File: config.mk
export PLATFORM = sky130hd
export DESIGN_NAME = ibex_irq_aggregator_flat
export DESIGN_NICKNAME = d
export VERILOG_FILES = /design/src/rtl/ibex_irq_aggregator_if.sv /design/src/rtl/ibex_irq_aggregator.sv /design/src/flat_wrapper.sv
export SDC_FILE = /design/constraint.sdc
export NUM_CORES = 1
export LEC_CHECK = 0
export CORE_MARGIN = 3
export CORE_UTILIZATION = 40
export DETAILED_ROUTE_END_ITERATION = 6
export PLACE_DENSITY = 0.78
export SYNTH_ARGS = -nofsm -noshare
export SYNTH_HDL_FRONTEND = slang
export SYNTH_SLANG_ARGS = --single-unit
File: constraint.sdc
create_clock -name clk_i -period 1.1 [get_ports clk_i]
set_input_delay 0.165 -clock clk_i [delete_from_list [all_inputs] [get_ports clk_i]]
set_output_delay 0.165 -clock clk_i [all_outputs]
set_load 0.02 [all_outputs]
File: src/rtl/ibex_irq_aggregator_if.sv
// rtl/ibex_irq_aggregator_if.sv - word-addressed register port bundle for ibex_irq_aggregator
//
// Signals:
//   cfg_req     request, single cycle (master -> slave)
//   cfg_we      1 = write, 0 = read
//   cfg_addr    word index
//   cfg_wdata   write data
//   cfg_rvalid  response valid, one cycle after cfg_req (slave -> master)
//   cfg_rdata   read data, 0 for writes
interface ibex_irq_aggregator_if;
    logic        cfg_req;
    logic        cfg_we;
    logic [1:0]  cfg_addr;
    logic [31:0] cfg_wdata;
    logic        cfg_rvalid;
    logic [31:0] cfg_rdata;

    modport master (
        output cfg_req, cfg_we, cfg_addr, cfg_wdata,
        input  cfg_rvalid, cfg_rdata
    );

    modport slave (
        input  cfg_req, cfg_we, cfg_addr, cfg_wdata,
        output cfg_rvalid, cfg_rdata
    );
endinterface

File: src/rtl/ibex_irq_aggregator.sv
// rtl/ibex_irq_aggregator.sv - interrupt source aggregator driving the core irq inputs
//
// Collects 18 peripheral interrupt lines plus an NMI, latches edge sources as
// pending, lets level sources follow their line, masks with a software enable
// and drives registered levels into the core.
//
// Optional feature macro: IRQ_AGG_SYNC_EN
//   defined   : src_i / nmi_i pass through a SyncStages-deep synchroniser
//   undefined : sources are taken as synchronous to clk_i
//
// Ports:
//   clk_i, rst_ni     clock, asynchronous active-low reset
//   src_i[17:0]       raw sources: [17] software, [16] timer, [15] external, [14:0] fast
//   nmi_i             raw NMI source, always edge-triggered
//   cfg               register port (slave modport)
//   irq_*_o           registered interrupt levels to the core
//
// Register map (word index):
//   0 ENABLE  RW  bits[17:0]
//   1 PENDING R / W1C on edge bits only
//   2 STATUS  RO  synchronised sources
//   3 NMI     bit0 = nmi pending, W1C
module ibex_irq_aggregator #(
    parameter logic [17:0] EdgeMask   = 18'h0,
    parameter int unsigned SyncStages = 2
) (
    input  logic                  clk_i,
    input  logic                  rst_ni,
    input  logic [17:0]           src_i,
    input  logic                  nmi_i,
    ibex_irq_aggregator_if.slave  cfg,
    output logic                  irq_software_o,
    output logic                  irq_timer_o,
    output logic                  irq_external_o,
    output logic [14:0]           irq_fast_o,
    output logic                  irq_nm_o
);

    logic [17:0] src_s;
    logic        nmi_s;

`ifdef IRQ_AGG_SYNC_EN
    // NMI travels in bit 18 alongside the regular sources.
    logic [SyncStages-1:0][18:0] sync_q;

    always_ff @(posedge clk_i or negedge rst_ni) begin
        if (!rst_ni) begin
            sync_q <= '0;
        end else begin
            sync_q <= {sync_q[SyncStages-2:0], {nmi_i, src_i}};
        end
    end

    assign {nmi_s, src_s} = sync_q[SyncStages-1];
`else
    assign src_s = src_i;
    assign nmi_s = nmi_i;
`endif

    logic [17:0] src_prev_q;
    logic [17:0] pending_q, pending_d;
    logic [17:0] enable_q, enable_d;
    logic [17:0] irq_q;
    logic        nmi_prev_q;
    logic        nmi_pending_q, nmi_pending_d;
    logic        irq_nm_q;
    logic        rvalid_q;
    logic [31:0] rdata_q, rdata_d;

    logic        wr_en;
    logic [17:0] rise;
    logic [17:0] pend_clr;
    logic        nmi_clr;

    logic        unused_wdata;
    assign unused_wdata = ^cfg.cfg_wdata[31:18];

    always_comb begin
        wr_en    = cfg.cfg_req & cfg.cfg_we;
        rise     = src_s & ~src_prev_q;
        pend_clr = '0;
        nmi_clr  = 1'b0;
        enable_d = enable_q;

        if (wr_en) begin
            case (cfg.cfg_addr)
                2'd0:    enable_d = cfg.cfg_wdata[17:0];
                2'd1:    pend_clr = cfg.cfg_wdata[17:0] & EdgeMask;
                2'd3:    nmi_clr  = cfg.cfg_wdata[0];
                default: ;
            endcase
        end

        // Clear is applied before the set term so a coincident rise wins.
        pending_d     = (EdgeMask & ((pending_q & ~pend_clr) | rise))
                      | (~EdgeMask & src_s);
        nmi_pending_d = (nmi_pending_q & ~nmi_clr) | (nmi_s & ~nmi_prev_q);

        // Reads sample the state before any write in the same cycle lands.
        rdata_d = '0;
        if (cfg.cfg_req && !cfg.cfg_we) begin
            case (cfg.cfg_addr)
                2'd0:    rdata_d = {14'b0, enable_q};
                2'd1:    rdata_d = {14'b0, pending_q};
                2'd2:    rdata_d = {14'b0, src_s};
                default: rdata_d = {31'b0, nmi_pending_q};
            endcase
        end
    end

    always_ff @(posedge clk_i or negedge rst_ni) begin
        if (!rst_ni) begin
            src_prev_q    <= '0;
            pending_q     <= '0;
            enable_q      <= '0;
            irq_q         <= '0;
            nmi_prev_q    <= 1'b0;
            nmi_pending_q <= 1'b0;
            irq_nm_q      <= 1'b0;
            rvalid_q      <= 1'b0;
            rdata_q       <= '0;
        end else begin
            src_prev_q    <= src_s;
            pending_q     <= pending_d;
            enable_q      <= enable_d;
            irq_q         <= pending_q & enable_q;
            nmi_prev_q    <= nmi_s;
            nmi_pending_q <= nmi_pending_d;
            irq_nm_q      <= nmi_pending_q;
            rvalid_q      <= cfg.cfg_req;
            rdata_q       <= rdata_d;
        end
    end

    assign irq_software_o = irq_q[17];
    assign irq_timer_o    = irq_q[16];
    assign irq_external_o = irq_q[15];
    assign irq_fast_o     = irq_q[14:0];
    assign irq_nm_o       = irq_nm_q;
    assign cfg.cfg_rvalid = rvalid_q;
    assign cfg.cfg_rdata  = rdata_q;

endmodule

File: src/flat_wrapper.sv
// flat-port wrapper written by rule: the top's interface ports become plain ports
module ibex_irq_aggregator_flat 
#(
    parameter logic [17:0] EdgeMask   = 18'h0,
    parameter int unsigned SyncStages = 2
)
  (clk_i, rst_ni, src_i, nmi_i, irq_software_o, irq_timer_o, irq_external_o, irq_fast_o, irq_nm_o, cfg_cfg_req, cfg_cfg_we, cfg_cfg_addr, cfg_cfg_wdata, cfg_cfg_rvalid, cfg_cfg_rdata);
  ibex_irq_aggregator_if cfg_i ();
  input  logic clk_i;
  input  logic rst_ni;
  input  logic [17:0] src_i;
  input  logic nmi_i;
  output logic irq_software_o;
  output logic irq_timer_o;
  output logic irq_external_o;
  output logic [14:0] irq_fast_o;
  output logic irq_nm_o;
  input wire logic [$bits(cfg_i.cfg_req)-1:0] cfg_cfg_req;
  input wire logic [$bits(cfg_i.cfg_we)-1:0] cfg_cfg_we;
  input wire logic [$bits(cfg_i.cfg_addr)-1:0] cfg_cfg_addr;
  input wire logic [$bits(cfg_i.cfg_wdata)-1:0] cfg_cfg_wdata;
  output wire logic [$bits(cfg_i.cfg_rvalid)-1:0] cfg_cfg_rvalid;
  output wire logic [$bits(cfg_i.cfg_rdata)-1:0] cfg_cfg_rdata;
  assign cfg_i.cfg_req = cfg_cfg_req;
  assign cfg_i.cfg_we = cfg_cfg_we;
  assign cfg_i.cfg_addr = cfg_cfg_addr;
  assign cfg_i.cfg_wdata = cfg_cfg_wdata;
  assign cfg_cfg_rvalid = cfg_i.cfg_rvalid;
  assign cfg_cfg_rdata = cfg_i.cfg_rdata;
  ibex_irq_aggregator #(.EdgeMask(EdgeMask), .SyncStages(SyncStages)) u_core (.clk_i(clk_i), .rst_ni(rst_ni), .src_i(src_i), .nmi_i(nmi_i), .cfg(cfg_i), .irq_software_o(irq_software_o), .irq_timer_o(irq_timer_o), .irq_external_o(irq_external_o), .irq_fast_o(irq_fast_o), .irq_nm_o(irq_nm_o));
endmodule
==> results.cfg <==
[critical_path]
critPathCaptureType = register
worstSetupStartpointType = register
crit_arrival_ns = 1.38
crit_fanout = 2
cp.required_ns = 1.33
critPathKind = reg -> reg

[yosys]
ys.warnings.count = 0
netlist_area_mm2 = 0.00296
ys_seq_area_share_pct = 64.3
synth_enable_flop_cells = 0
synth_commonest_cells = dfrtp_1, a211oi_1, and2_1, mux2_2, nand2b_1
synth_ff_type = dfrtp_1
synth_largest_area_cell = dfrtp_1
async_reset_ff_share_pct = 100
synth.area.top_cells = dfrtp_1, a211oi_1, mux2_2
synth_area_per_cell_um2 = 13.6
yosysUniqueCellTypes = 21
syn_inst = 217
synth_most_common_cell = dfrtp_1
yosysTopAreaCellShare_pct = 64.3
ys_ff_latch = 76

[drt]
wl_per_cell_um = 14.8
wirelength_mm = 6.23
ant_nets = 0
num_vias = 1988
drtIter0Drc = 45
routed_via_density = 4.73
drc = 0
dr.pass1.iters = 4

[sta]
finalMaxSlewViolations = 0
final-setup-viol-count = 1
period_needed_ns = 1.14
skew_ns = 0.00730
holdWs_ns = 0.167
setup_ws_ns = -0.0449
rsz0062_at_grt = true
max_freq_mhz = 873
fin_tns_setup_ns = -0.0449
finalHoldViolCount = 0
post-route-period-util_pct = 104

[power_and_ir_drop]
irDropWorstVdd_mv = 0.789
power.density_mw_per_mm2 = 1620
p_leak_nw = 1.91
fin_total_pwr_mw = 6.59

[clocking]
clk_latency_ns = 0.34
tritoncts = yes
cts_htree_levels = 3
clockBufferDepth = 2
clkSlewWorstSetupHoldPaths_ns = 0.08
clkSinkCount = 76
cts_root_buffer = clkbuf_8
cts_made_buffers = 9

[placement]
hpwl_mm = 4.46
gp_congestion = 0.736
place.port_buffers = 80
dp_cells = 396
place_ws_ns = -0.595

[final_layout]
layout-drive-gt1-share_pct = 31.5
nets = 376
finalNonFillerCells = 420
area_growth_pct = 37.6
fillers = 606
insertedDiodeCount = 0

[global_routing]
grt_use_total_pct = 15.9
grt_pass1_vias = 2163
gr-total-overflow = 0
antenna_found_initial = 0
grt_max_degree = 77
grt_pass1_wl_mm = 10.3

[die]
core_region_area_mm2 = 0.00698
die_area_mm2 = 0.00846
rows = 30
die_y_um = 92.0
die_x_um = 92.0
start_util_pct = 42.4
io_pins = 109

[status]
outcome = finished with violations
failed_checks = negative setup slack

[worst_hold_path]
worstHoldPathType = in -> reg

[run]
drv_cap = 0
worst max-delay path, cell delays in order, from the launching register on:
cell	delay, ns
dfrtp_1	0.40
mux4_2	0.46
and3b_1	0.18
per-stage QoR:
step | utilization, % | instance area, um2
floorplan | - | 3010
global placement | 56.1 | 3920
detailed placement | 56.1 | 3920
CTS | 58.3 | 4070
global route | 58.3 | 4070
finish | 58.3 | 4070
repair_timing:
item	in CTS	in global routing
pin swaps	2	1
endpoints found under the setup margin	69	5
setup buffers	4	0
cloned	2	0
hold buffers	2	0
endpoints found under the hold margin	77	0
resized for setup	166	0
registers in the layout, summed over array words and instances (netlist names):
signal                 cells
u_core.nmi_pending_q       1
u_core.pending_q          18
u_core.cfg.cfg_rvalid      1
u_core.irq_q              18
u_core.cfg.cfg_rdata      18
u_core.irq_nm_o            1
u_core.nmi_prev_q          1
u_core.enable_q           18
report_power, final:
part	internal, mW	switching (mW)	leakage [nW]	total (mW)
sequential	3.09	0.147	0.948	3.24
clock	1.29	0.960	0.112	2.25
combinational	0.560	0.538	0.851	1.10
total	4.95	1.65	1.91	6.59
per-layer routing:
metal / GRT usage, % / vias up / routed length, um / part of all wire [%]
li1: - / 925 / - / -
met1: 16.1 / 997 / 2320 / 37
met2: 29.2 / 53 / 3500 / 56
met3: 4.35 / 13 / 238 / 3.8
met4: 8.66 / 0 / 176 / 2.8
met5: 0 / - / 0 / 0
cell families after synthesis:
family,Yosys count,share of synthesized area [%]
compound gates,36,8.97
flops,76,64.3
mux,19,7.61
other cells,1,0.127
simple gates,58,12.9
buf+inv,27,6.09
cell type report:
cell class	instances	area, um2	area share (%)
Sequential cell	76	1900	46.7
Multi-Input combinational cell	127	931	22.9
Timing Repair Buffer	104	893	21.9
Clock buffer	13	179	4.39
Tap cell	96	120	2.95
Clock inverter	3	42.5	1.04
Inverter	1	3.75	0.0922
layout by cell type (no fill, tap or decap), types with 6 or more instances in the layout:
cell type        instances
and2_1                  18
clkbuf_8                13
conb_1                  14
buf_4                   14
a211oi_1                34
nor2b_1                 11
buf_2                   41
mux2_2                  17
dfrtp_1                 76
and2b_1                  6
clkdlybuf4s50_1         37
nand2b_1                17
worst paths after layout:
path | startpoint | end | slack [ns] | cells past startpoint
worst max-delay path | u_core.enable_q[0] | u_core.cfg.cfg_rdata[0] | -0.04 | 2
worst min-delay path | cfg_cfg_req | u_core.cfg.cfg_rdata[0] | 0.17 | 2
worst max register to register | u_core.enable_q[0] | u_core.cfg.cfg_rdata[0] | -0.04 | 2
worst min register to register | u_core.nmi_prev_q | u_core.nmi_pending_q | 0.44 | 1
max in group asynchronous | rst_ni | u_core.irq_q[11] | 0.39 | 3
min in group asynchronous | rst_ni | u_core.pending_q[0] | 0.38 | 3
(Power assumes the default switching activity.)
